--- config.mk ---
export PLATFORM = sky130hd
export DESIGN_NAME = lab1_imul_prod_accum_flat
export DESIGN_NICKNAME = d
export VERILOG_FILES = /design/src/rtl/lab1_imul_prod_accum_pkg.sv /design/src/rtl/lab1_imul_prod_accum_if.sv /design/src/rtl/lab1_imul_prod_accum_ctrl.sv /design/src/rtl/vc_EnReg.sv /design/src/rtl/vc_Mux2.sv /design/src/rtl/vc_SimpleAdder.sv /design/src/rtl/lab1_imul_prod_accum.sv /design/src/flat_wrapper.sv
export SDC_FILE = /design/constraint.sdc
export NUM_CORES = 1
export LEC_CHECK = 0
export BUFFER_PORTS_ARGS = -buffer_cell sky130_fd_sc_hd__buf_2
export CORE_MARGIN = 1.5
export CORE_UTILIZATION = 54
export DETAILED_ROUTE_END_ITERATION = 6
export GPL_ROUTABILITY_DRIVEN = 0
export PLACE_DENSITY = 0.81
export SYNTH_ARGS = -nofsm -noshare
export SYNTH_HDL_FRONTEND = slang
export SYNTH_SLANG_ARGS = --single-unit
--- constraint.sdc ---
create_clock -name clk -period 2.8 [get_ports clk]
set_input_delay 0.28 -clock clk [delete_from_list [all_inputs] [get_ports clk]]
set_output_delay 0.28 -clock clk [all_outputs]
set_load 0.05 [all_outputs]
--- src/rtl/lab1_imul_prod_accum_pkg.sv ---
// rtl/lab1_imul_prod_accum_pkg.sv - shared types and constants for the product accumulator
package lab1_imul_accum_pkg;

    typedef enum logic [1:0] {
        IDLE  = 2'd0,
        ACCUM = 2'd1,
        DONE  = 2'd2
    } state_t;

    localparam int c_sum_nbits = 32;

endpackage

--- src/rtl/lab1_imul_prod_accum_if.sv ---
// rtl/lab1_imul_prod_accum_if.sv - val/rdy message stream interface
interface lab1_imul_prod_accum_if #(
    parameter int p_nbits = 32
);
    logic               val;
    logic               rdy;
    logic [p_nbits-1:0] msg;

    modport master (output val, output msg, input rdy);
    modport slave  (input val, input msg, output rdy);
endinterface

--- src/rtl/lab1_imul_prod_accum_ctrl.sv ---
// rtl/lab1_imul_prod_accum_ctrl.sv - job FSM and remaining-product counter
module lab1_imul_prod_accum_ctrl
    import lab1_imul_accum_pkg::*;
#(
    parameter int p_len_nbits = 8
) (
    input  logic                   clk,
    input  logic                   reset,
    input  logic                   cfg_val,
    input  logic [p_len_nbits-1:0] cfg_msg,
    input  logic                   istream_val,
    input  logic                   ostream_rdy,
    output logic                   cfg_rdy,
    output logic                   istream_rdy,
    output logic                   ostream_val,
    output logic                   sum_clear,
    output logic                   sum_accum
);
    state_t                 state;
    state_t                 state_next;
    logic [p_len_nbits-1:0] remaining;
    logic                   cfg_go;
    logic                   prod_go;

    always_ff @(posedge clk) begin
        if (reset) state <= IDLE;
        else       state <= state_next;
    end

    // rdy/val come from state alone; only the enables look at the input valids
    always_comb begin
        state_next  = state;
        cfg_rdy     = 1'b0;
        istream_rdy = 1'b0;
        ostream_val = 1'b0;
        cfg_go      = 1'b0;
        prod_go     = 1'b0;
        case (state)
            IDLE: begin
                cfg_rdy = 1'b1;
                cfg_go  = cfg_val;
                if (cfg_val)
                    state_next = (cfg_msg == '0) ? DONE : ACCUM;
            end
            ACCUM: begin
                istream_rdy = 1'b1;
                prod_go     = istream_val;
                if (istream_val && remaining == p_len_nbits'(1))
                    state_next = DONE;
            end
            DONE: begin
                ostream_val = 1'b1;
                if (ostream_rdy)
                    state_next = IDLE;
            end
            default: state_next = IDLE;
        endcase
    end

    assign sum_clear = cfg_go;
    assign sum_accum = prod_go;

    always_ff @(posedge clk) begin
        if (reset)        remaining <= '0;
        else if (cfg_go)  remaining <= cfg_msg;
        else if (prod_go) remaining <= remaining - p_len_nbits'(1);
    end
endmodule

--- src/rtl/vc_EnReg.sv ---
// rtl/vc_EnReg.sv - enabled register with synchronous active-high reset to zero
module vc_EnReg #(
    parameter int p_nbits = 1
) (
    input  logic               clk,
    input  logic               reset,
    input  logic               en,
    input  logic [p_nbits-1:0] d,
    output logic [p_nbits-1:0] q
);
    always_ff @(posedge clk) begin
        if (reset)   q <= '0;
        else if (en) q <= d;
    end
endmodule

--- src/rtl/vc_Mux2.sv ---
// rtl/vc_Mux2.sv - two-input multiplexer
module vc_Mux2 #(
    parameter int p_nbits = 1
) (
    input  logic [p_nbits-1:0] in0,
    input  logic [p_nbits-1:0] in1,
    input  logic               sel,
    output logic [p_nbits-1:0] out
);
    assign out = sel ? in1 : in0;
endmodule

--- src/rtl/vc_SimpleAdder.sv ---
// rtl/vc_SimpleAdder.sv - wrapping adder, carry-out discarded
module vc_SimpleAdder #(
    parameter int p_nbits = 1
) (
    input  logic [p_nbits-1:0] in0,
    input  logic [p_nbits-1:0] in1,
    output logic [p_nbits-1:0] out
);
    assign out = in0 + in1;
endmodule

--- src/rtl/lab1_imul_prod_accum.sv ---
// rtl/lab1_imul_prod_accum.sv - sums N products from a stream and emits the 32-bit total
module lab1_imul_prod_accum
    import lab1_imul_accum_pkg::*;
#(
    parameter int p_len_nbits = 8
) (
    input  logic                    clk,
    input  logic                    reset,
    lab1_imul_prod_accum_if.slave   cfg,
    lab1_imul_prod_accum_if.slave   istream,
    lab1_imul_prod_accum_if.master  ostream
);
    logic                   sum_clear;
    logic                   sum_accum;
    logic [c_sum_nbits-1:0] sum;
    logic [c_sum_nbits-1:0] add_out;
    logic [c_sum_nbits-1:0] sum_d;
    logic [c_sum_nbits-1:0] zero;

    assign zero = '0;

    lab1_imul_prod_accum_ctrl #(.p_len_nbits(p_len_nbits)) ctrl (
        .clk         (clk),
        .reset       (reset),
        .cfg_val     (cfg.val),
        .cfg_msg     (cfg.msg),
        .istream_val (istream.val),
        .ostream_rdy (ostream.rdy),
        .cfg_rdy     (cfg.rdy),
        .istream_rdy (istream.rdy),
        .ostream_val (ostream.val),
        .sum_clear   (sum_clear),
        .sum_accum   (sum_accum)
    );

    vc_SimpleAdder #(.p_nbits(c_sum_nbits)) adder (
        .in0 (sum),
        .in1 (istream.msg),
        .out (add_out)
    );

    // a new config zeroes the sum instead of adding
    vc_Mux2 #(.p_nbits(c_sum_nbits)) sum_mux (
        .in0 (add_out),
        .in1 (zero),
        .sel (sum_clear),
        .out (sum_d)
    );

    vc_EnReg #(.p_nbits(c_sum_nbits)) sum_reg (
        .clk   (clk),
        .reset (reset),
        .en    (sum_clear | sum_accum),
        .d     (sum_d),
        .q     (sum)
    );

    assign ostream.msg = sum;
endmodule

--- src/flat_wrapper.sv ---
// flat-port wrapper written by rule: the top's interface ports become plain ports
module lab1_imul_prod_accum_flat import lab1_imul_accum_pkg::*;
#(
    parameter int p_len_nbits = 8
)
  (clk, reset, cfg_val, cfg_msg, cfg_rdy, istream_val, istream_msg, istream_rdy, ostream_val, ostream_msg, ostream_rdy);
  lab1_imul_prod_accum_if #(.p_nbits(8)) cfg_i ();
  lab1_imul_prod_accum_if #(.p_nbits(32)) istream_i ();
  lab1_imul_prod_accum_if #(.p_nbits(32)) ostream_i ();
  input  logic clk;
  input  logic reset;
  input wire logic [$bits(cfg_i.val)-1:0] cfg_val;
  input wire logic [$bits(cfg_i.msg)-1:0] cfg_msg;
  output wire logic [$bits(cfg_i.rdy)-1:0] cfg_rdy;
  input wire logic [$bits(istream_i.val)-1:0] istream_val;
  input wire logic [$bits(istream_i.msg)-1:0] istream_msg;
  output wire logic [$bits(istream_i.rdy)-1:0] istream_rdy;
  output wire logic [$bits(ostream_i.val)-1:0] ostream_val;
  output wire logic [$bits(ostream_i.msg)-1:0] ostream_msg;
  input wire logic [$bits(ostream_i.rdy)-1:0] ostream_rdy;
  assign cfg_i.val = cfg_val;
  assign cfg_i.msg = cfg_msg;
  assign cfg_rdy = cfg_i.rdy;
  assign istream_i.val = istream_val;
  assign istream_i.msg = istream_msg;
  assign istream_rdy = istream_i.rdy;
  assign ostream_val = ostream_i.val;
  assign ostream_msg = ostream_i.msg;
  assign ostream_i.rdy = ostream_rdy;
  lab1_imul_prod_accum #(.p_len_nbits(p_len_nbits)) u_core (.clk(clk), .reset(reset), .cfg(cfg_i), .istream(istream_i), .ostream(ostream_i));
endmodule
==> results.md, run 1 <==
Setup path:
- The stage delay of the slowest cell on the critical path is 0.69 ns.
- The startpoint-to-endpoint class of the critical path is reg -> reg.
- The critical path startpoint category is a flip-flop.
- Data arrives at the worst endpoint at 2.82 ns.
- The worst setup path is captured at a flip-flop.
- The cell family contributing the most delay on the critical path is simple AND/OR/NAND/NOR gates.
- Traced cell by cell, the critical path runs through ha_1, o21a_1, a211oi_4, or4b_2, nand3_1, a21oi_1, a31o_2, xor2_1, o21ai_1.
- Counting both buffers and inverters, the worst setup path holds a total of 0.
- Of all nets on the critical path, the largest fanout is 5.
- The critical path required time is 2.99 ns.
- The slowest cell on the critical path is or4b_2.

Final layout:
- The end-of-flow core utilization is 66.5%.
- Cells with a size suffix above 1 make up between 20% and 30% of the layout.
- The number of nets at the end of the flow is 591.
- The post-layout instance area is 3920 um2.
- The number of diodes added for antenna fixing is 0.
- The area growth from synthesis to layout is 19.2%.

GRT:
- The met1 usage in global routing is 33.5%.
- The total congestion overflow is 0.
- The wire length of the first global-routing pass is 14000 um.
- For this run, global-route usage on met2 was measured as 45.8%.
- Entering global routing, the biggest net connects 30 pins.
- The global routing stage identified its most utilized layer as met2.
- The total routing usage reported by global routing is between 20% and 30%.
- In the global route stage, met3 resource usage came out at 4.38%.
- The initial antenna violation count is 0.
- The via count of the first global-routing pass is 3202.

Power:
- IR analysis of the VDD net gives a maximum drop of 0.265 mV.
- The internal power component is 1.18 mW.
- The leakage dissipation is just under 2 nW.
- The switching power as a share of total power is between 30% and 40%.
- In this run the power density over the cells is between 400 and 500 nW/um2.
- The power share of the sequential group is 36.3%.
- The switching power is 0.742 mW.
- The combinational fraction of design power is between 30% and 40%.
- The clock network power share is 25.8%.

Yosys:
- After synthesis the netlist holds a flip-flop and latch count of 42.
- nor2_1 is the most common cell in the netlist.
- Sorting the synthesized cells by area gives the leading types as dfxtp_1 (26%), ha_1 (13%), a21oi_1 (6.1%).
- The share of synthesized flip-flops with an asynchronous set or reset is 0%.
- Summed over all instances, the cell type with the most area after synthesis is dfxtp_1.
- The synthesized netlist devotes 13.2% of its cell area to adder and majority cells.
- Multiplexer cells account for less than 1% of the synthesized area.
- Counting every instance in the synthesized netlist gives 433.
- The largest family of logic cells by synthesized area is compound AO/OA/AOI/OAI gates.
- The commonest register cell after synthesis is dfxtp_1.
- Counting every net in the synthesized netlist gives 512.
- The count of distinct cell types in the synthesized netlist is 49.
- Summing every instance area after synthesis gives 3290 um2.
- Summing the areas of all xor and xnor instances in the mapped netlist gives about 7% of the synthesized area.
- The share of the synthesized area in compound gates (AO/OA/AOI/OAI) is a little under a third.
- The basic-gate share of the synthesized area counting and, or, nand and nor cells is 20.4%.
- The register area share after synthesis is 25.6%.
- The count of flip-flops with a built-in enable after synthesis is 0.
- Yosys printed 0 warnings.
- Ranked by instance count, the synthesized netlist is headed by nor2_1 (53), dfxtp_1 (42), nand2_1 (41), a21oi_1 (40), o21ai_0 (37).
- A synthesized cell averages approximately 7.6 um2.
- The area share of the leading cell type in the synthesized netlist is between 20% and 30%.

Clocking:
- Counting the buffers created by CTS gives 5.
- The clock tree synthesis step divided the H-tree into 2 levels.
- The clock reaches the later pin of the worst-skew pair after 0.30 ns.
- Once the clock tree was built, the setup fixing pass inserted 0 buffers.
- In this run the clock root is driven by a clkbuf_8.
- The clock input transition at the sequential cells of the worst setup and hold paths is around 0.090 ns.
- No sink is reached through more buffers than the 2 on the longest clock path.
- The CTS tree is built.
- The number of clock sinks is 42.

Detailed routing:
- The remaining antenna violation count after routing is 0.
- After the first detailed-routing iteration, the DRC count stood at 224.
- The total vias in the final route is 3461.
- After detailed routing, the total wire length is 8440 um.
- Dividing the detail-routed wire length by the instance count gives roughly 14 um.
- The first-pass iteration count of the detailed router is 5.
- In the routed layout, each cell is associated on average with a via count of 5.89.
- In the routed design, unresolved DRC markers number 0.

Place:
- In this run the cell area measured after placement is 3780 um2.
- The HPWL reported at the end of detailed placement is 6400 um.
- The post-place setup slack is 0.0460 ns.
- The count of buffers added on input and output ports is 79.

Die:
- The effective utilization at floorplan is 55.8%.
- After floorplanning, the core was sized to cover just under 6000 um2.
- The total die area is 6560 um2.
- The I/O pin count is 80.
- In this run the horizontal extent of the chip is 81.0 um.
- In this run the core area contains 28 standard-cell rows.
- In this run the vertical extent of the chip is 81.0 um.

Timing:
- The part of the cycle the worst path needs is 93.8%.
- The number of pins with negative max-slew slack in the final report is 0.
- For the pin with the worst max-slew slack, the measured transition is 0.616 ns.
- For this run, the top clock speed supported by timing is 381 MHz.
- The number of hold-slack violations in the final timing report is 0.
- The post-route minimum period is 2.63 ns.
- The count of endpoints failing setup in the final report is 0.
- The worst setup slack after layout is 0.173 ns.
- The headroom to the max-slew limit is between 50 and 60%.
- Clock skew on the completed layout was measured at about 0.0071 ns.

Status:
- The flow ran to the end, and the final reports show no timing, DRC or antenna violations.

Flow run:
- The max-capacitance violation count is 0.

Worst hold path:
- In this run the worst hold path is classified as in -> reg.
-- per-stage QoR --
stage	std cells	setup TNS, ns	power (mW)	hold slack, ns
floorplan	433	0	1.24	0.447
global placement	580	0	1.41	0.458
detailed placement	580	0	1.42	0.463
CTS	588	0	1.92	0.260
global route	588	-0.0171	2.04	0.292
finish	588	0	1.92	0.268
-- sequential cells by signal, summed over array words and instances (netlist names) --
register and count:
u_core.sum_reg.q 32, u_core.ctrl.remaining 8, u_core.ctrl.state 2
-- per-layer routing --
metal | part of all wire, % | wire (um)
met1 | 44 | 3740
met4 | 1.7 | 145
met5 | 0 | 0
met2 | 49 | 4110
met3 | 5.2 | 435
-- cells in the final DEF, fill, tap and decap left out, types with 2 or more instances in the layout --
cell	n
o21bai_1	3
a21oi_1	40
dfxtp_1	41
nor2b_1	6
mux2i_1	2
o21ai_0	36
nand4_1	3
o21ai_1	3
buf_4	9
and2_1	4
a22oi_1	14
buf_2	79
nor2_1	53
a21o_1	21
and3_1	8
a211oi_1	6
nor3_1	6
clkbuf_8	5
nand2_1	41
xnor2_1	13
inv_1	8
nand3_1	10
o211ai_1	3
a2111oi_0	3
a31oi_1	8
a21boi_0	3
nand2b_1	4
nor4_1	5
o21a_1	4
xor2_1	13
ha_1	33
-- final cells by class --
type | count | area [um2]
Multi-Input combinational cell | 367 | 2380
Fill cell | 525 | 1970
Sequential cell | 42 | 842
Timing Repair Buffer | 88 | 463
Tap cell | 75 | 93.8
Clock buffer | 6 | 72.6
Clock inverter | 2 | 37.5
Inverter | 8 | 30.0
-- worst register-to-register path, stage by stage, from the launching register on --
cell and delay, ns:
dfxtp_1 0.33, ha_1 0.39, o21a_1 0.23, a211oi_4 0.09
or4b_2 0.69, nand3_1 0.18, a21oi_1 0.13, a31o_2 0.27
xor2_1 0.14, o21ai_1 0.07
-- worst paths after layout --
path / startpoint / depth (start not counted) / end / slack (ns)
hold / removal: cfg_msg[5] / 3 / u_core.ctrl.remaining[5] / 0.27
setup reg to reg: u_core.sum_reg.q[2] / 9 / u_core.sum_reg.q[29] / 0.17
hold reg to reg: u_core.sum_reg.q[29] / 2 / u_core.sum_reg.q[29] / 0.47
setup / recovery: u_core.sum_reg.q[2] / 9 / u_core.sum_reg.q[29] / 0.17
-- power by group through the flow --
stage	combinational, mW	clock, mW	sequential, mW
floorplan	0.439	0	0.800
global placement	0.699	0	0.707
detailed placement	0.712	0	0.710
CTS	0.716	0.504	0.696
global route	0.807	0.531	0.703
finish	0.727	0.494	0.696
-- cells by family after synthesis --
group / after synthesis
multiplexers: 2
XOR/XNOR: 26
AND/OR/NAND/NOR: 147
AO/OA/AOI/OAI: 158
adder cells (fa/ha/maj): 34
flip-flops: 42
buffers and inverters: 24
-- repair_timing --
item | 4_1_cts | 5_1_grt
endpoints found under the setup margin | 0 | 6
gates resized for setup | 0 | 5
hold buffers | 0 | 0
Note: power is estimated with default switching activity, not from simulation.
==> run 2, diff against run 1 <==
--- a/config.mk
+++ b/config.mk
@@ -5,12 +5,13 @@
 export SDC_FILE = /design/constraint.sdc
 export NUM_CORES = 1
 export LEC_CHECK = 0
+export ABC_AREA = 1
 export BUFFER_PORTS_ARGS = -buffer_cell sky130_fd_sc_hd__buf_2
 export CORE_MARGIN = 1.5
-export CORE_UTILIZATION = 54
+export CORE_UTILIZATION = 57
 export DETAILED_ROUTE_END_ITERATION = 6
 export GPL_ROUTABILITY_DRIVEN = 0
-export PLACE_DENSITY = 0.81
+export PLACE_DENSITY = 0.82
 export SYNTH_ARGS = -nofsm -noshare
 export SYNTH_HDL_FRONTEND = slang
 export SYNTH_SLANG_ARGS = --single-unit
==> results.md, run 2 <==
Setup path:
- Of all nets on the critical path, the largest fanout is 5.
- STA classifies the critical path startpoint as a flip-flop.
- By startpoint and endpoint, the worst setup path is classified as reg -> reg.
- The critical path required time is 3.05 ns.
- The worst endpoint data arrival time is between 2 and 2.5 ns.
- The endpoint kind of the worst setup timing path is a flip-flop.

GRT:
- Global routing consumed, over all layers together, between 30 and 40% of the routing resources.
- The via count of the first global-routing pass came to between 4000 and 5000.
- The total overflow left after global routing is 0.
- The initial antenna violation count is 0.
- The first global-routing pass estimated 18500 um of wire.
- Entering global routing, the biggest net connects 38 pins.

Place:
- The number of placed cells counting well taps is roughly 900.
- After legalization and detailed placement, the total HPWL measured 8710 um.
- Port buffering added 79 buffers.

Yosys:
- Summed over all instances, the cell type with the most area after synthesis is nand2_1.
- Of all flip-flops after synthesis, the portion carrying an async set or reset was 0%.
- During synthesis, Yosys emitted a total of 0 warnings.
- A synthesized cell averages 5.66 um2.
- Synthesis instantiated 36 different standard cells from the library.
- Summing the areas of all xor and xnor instances in the mapped netlist gives 0.647% of the synthesized area.
- Of the total synthesized cell area, the portion taken by AND, OR, NAND and NOR gates is ~41%.
- Summing the sequential cell areas from Yosys gives 20.7% of the chip area.
- The synthesized netlist occupies a cell area of 4060 um2.
- The area share of the leading cell type in the synthesized netlist is ~25%.
- After technology mapping, the gate count stands at about 720.
- The synthesized design contains 0 enable-type register cells.
- Ranked by instance count, the synthesized netlist is headed by nand2_1 (266), inv_1 (120), a21oi_1 (70), nor2_1 (52), nand3_1 (44).
- The synthesized design contains 42 register bits.
- The synthesized netlist devotes 13.9% of its cell area to compound gates.
- The synthesized net count is about 800.
- By area the synthesized netlist is led by nand2_1 (25%), dfxtp_1 (21%), inv_1 (11%).
- The dominant cell by count in the synthesized netlist is nand2_1.
- After synthesis, the largest family of logic cells by area is simple AND/OR/NAND/NOR gates.
- The portion of netlist area occupied by mux cells is 0%.
- The share of synthesized cell area in full adder, half adder and majority cells is 10.7%.
- The commonest register cell after synthesis is dfxtp_1.

Final layout:
- The repair_antennas step left the layout with diodes totalling 0.
- In the final design database the tool counted 874 nets.
- The library cell used most frequently in the layout, excluding fill and tap cells, is nand2_1.
- The largest registers in the layout are u_core.sum_reg.q: 32 flops, u_core.ctrl.remaining: 8 flops, u_core.ctrl.state: 2 flops.
- The register name with the most flops is u_core.sum_reg.q.
- In the final layout, the share of cells above drive strength 1 is 14.8%.
- From synthesis to final layout, the design area changed by 14.2%.
- The total area of multi-input combinational cells is around 2700 um2.
- The sequential cells in the finished layout cover a total of 841 um2.
- The number of flip-flops in the largest register is 32.
- The layout has 691 filler cells.
- The filler-free cell count of the finished design is 892.
- The library cells used most frequently in the layout, excluding fill and tap cells, are nand2_1 (266), inv_1 (120), buf_2 (79), a21oi_1 (70), nor2_1 (52).

Power:
- The combinational fraction of design power is a little over half.
- The ratio of total power to cell area is just over 600 nW/um2.
- For this design the static power due to leakage is 2.68 nW.
- The overall power consumption is roughly 2.9 mW.
- Across the VDD grid, the largest voltage drop is around 0.59 mV.
- The clock network power share is 18.0%.
- The analysis attributes to net switching a power of 1.44 mW.
- Internal power comes to approximately 1.4 mW.
- The power share of the sequential group is 28.1%.
- The switching power as a share of total power is 50.3%.

Timing:
- The headroom to the max-slew limit is between 50% and 60%.
- The post-route minimum period is 2.06 ns.
- Setup repair after global routing left no endpoint under its margin.
- Between clock sinks in the finished design, the worst skew comes to 0.0105 ns.
- The number of pins with negative max-slew slack in the final report was 0.
- The count of endpoints failing setup in the final report is 0.
- Hold is met by 0.257 ns.
- Of the available clock period, the critical path in the final layout requires 73.7%.
- The number of hold-slack violations in the final timing report is 0.
- Adding up every negative setup slack in the final design gives 0 ns.
- The measured slew at the worst slew-check pin is between 0.6 and 0.7 ns.
- Timing would allow up to 485 MHz.

Flow run:
- Across the run, the number of max-cap violations was 0.

Clocking:
- The number of levels the H-tree was split into is 2.
- The tree is rooted in a clkbuf_8.
- Counting the buffers created by CTS gives 5.
- The number of clock sinks is between 40 and 50.
- The CTS tree is built.
- The count of hold buffers inserted by post-cts repair is 0.
- The clock insertion delay at the later pin of the skew report is just over 0.3 ns.
- Once the clock tree was built, the resizer swapped 0 gates to a different size.
- The clock passes through at most 2 buffers.
- The count of buffers added by post-CTS timing repair for setup is 0.
- The clock input transition at the sequential cells of the worst setup and hold paths is 0.09 ns.

Status:
- The run finished with clean final reports.

Die:
- The floorplan step set the die width to 87.4 um.
- The die is roughly 87 um tall.
- For this design the top-level I/O count stands at 80.
- The core region is 6830 um2.
- The effective utilization at floorplan is 59.5%.
- After floorplanning, the core was divided into 30 placement rows.
- The total die area is 7640 um2.

Detailed routing:
- In the final routed layout, each cell accounts on average for 12.4 um.
- The number of DRC markers after the initial detailed-route iteration is 293.
- After detailed routing, the total wire length is approximately 11000 um.
- The remaining antenna violation count after routing is 0.
- Before antenna repair, the detailed router went through 5 iterations.
- Dividing the detail-routed via count by the number of cells gives 5.17.
- After detailed routing, the number of remaining DRC violations is 0.
- Across all layers, the routed design uses 4611 vias.

Worst hold path:
- The worst min-delay path category is in -> reg.
run 2: cell types whose count changed after synthesis, moves of 18 or more:
| cell | delta |
|---|---|
| inv_1 | +112 |
| nand3_1 | +34 |
| o21ai_0 | -18 |
| nand2_1 | +225 |
| a21o_1 | -19 |
| a21oi_1 | +30 |
run 2: per-layer routing:
layer,vias to the layer above,global-route usage (%),routed length [um]
met5,-,0,0
met1,2017,40.2,5100
li1,2406,-,-
met4,0,9.38,215
met2,171,49.4,5030
met3,17,5.31,739
run 2: final cells by class:
cell class	instances	area share, %
clock buffers	6	1.56
inverters	124	10.0
well taps	96	2.59
flip-flops and latches	42	18.1
clock inverters	2	0.809
repair buffers	80	8.68
multi-input cells	542	58.2
run 2: metrics by stage:
stage / util, % / worst slack [ns] / area [um2]
final: 67.9 / 0.737 / 4640
after global routing: 67.9 / 0.493 / 4640
after CTS: 67.9 / 0.741 / 4640
after detailed placement: 66.3 / 0.727 / 4530
after global placement: 66.3 / 0.785 / 4530
after floorplan: - / 0.715 / 4060
run 2: final timing paths:
path	startpoint	to	slack, ns	depth (start not counted)
worst max-delay path	u_core.sum_reg.q[0]	u_core.sum_reg.q[24]	0.74	13
worst min-delay path	cfg_msg[6]	u_core.ctrl.remaining[6]	0.26	3
worst max register to register	u_core.sum_reg.q[0]	u_core.sum_reg.q[24]	0.74	13
worst min register to register	u_core.sum_reg.q[9]	u_core.sum_reg.q[9]	0.49	2
run 2: cell families (layout without fill, tap and decap cells):
logic type,count (synthesis),count (layout)
AOI/OAI and AO/OA,104,104
xor gates and xnor gates,3,3
adders and majority gates,34,34
buffers and inverters,134,212
DFF,42,42
and+or+nand+nor,401,401
run 2: critical path, stage by stage, from the launching register on:
cell and delay, ns:
dfxtp_1 0.34, ha_1 0.25, fa_1 0.45, nand3_1 0.11, nand3_1 0.15, nand2_1 0.09
nand2_1 0.08, nand2_1 0.08, nand2_2 0.06, nand2_2 0.07, nand2_1 0.05, nand2_1 0.06
nand3_1 0.06, a21oi_1 0.14
run 2: power by group through the flow:
stage / Clock, mW / Sequential, mW / Combinational, mW
final: 0.515 / 0.803 / 1.54
after global routing: 0.539 / 0.820 / 1.71
after CTS: 0.515 / 0.802 / 1.53
after detailed placement: 0 / 0.815 / 1.52
after global placement: 0 / 0.807 / 1.50
after floorplan: 0 / 0.997 / 1.00
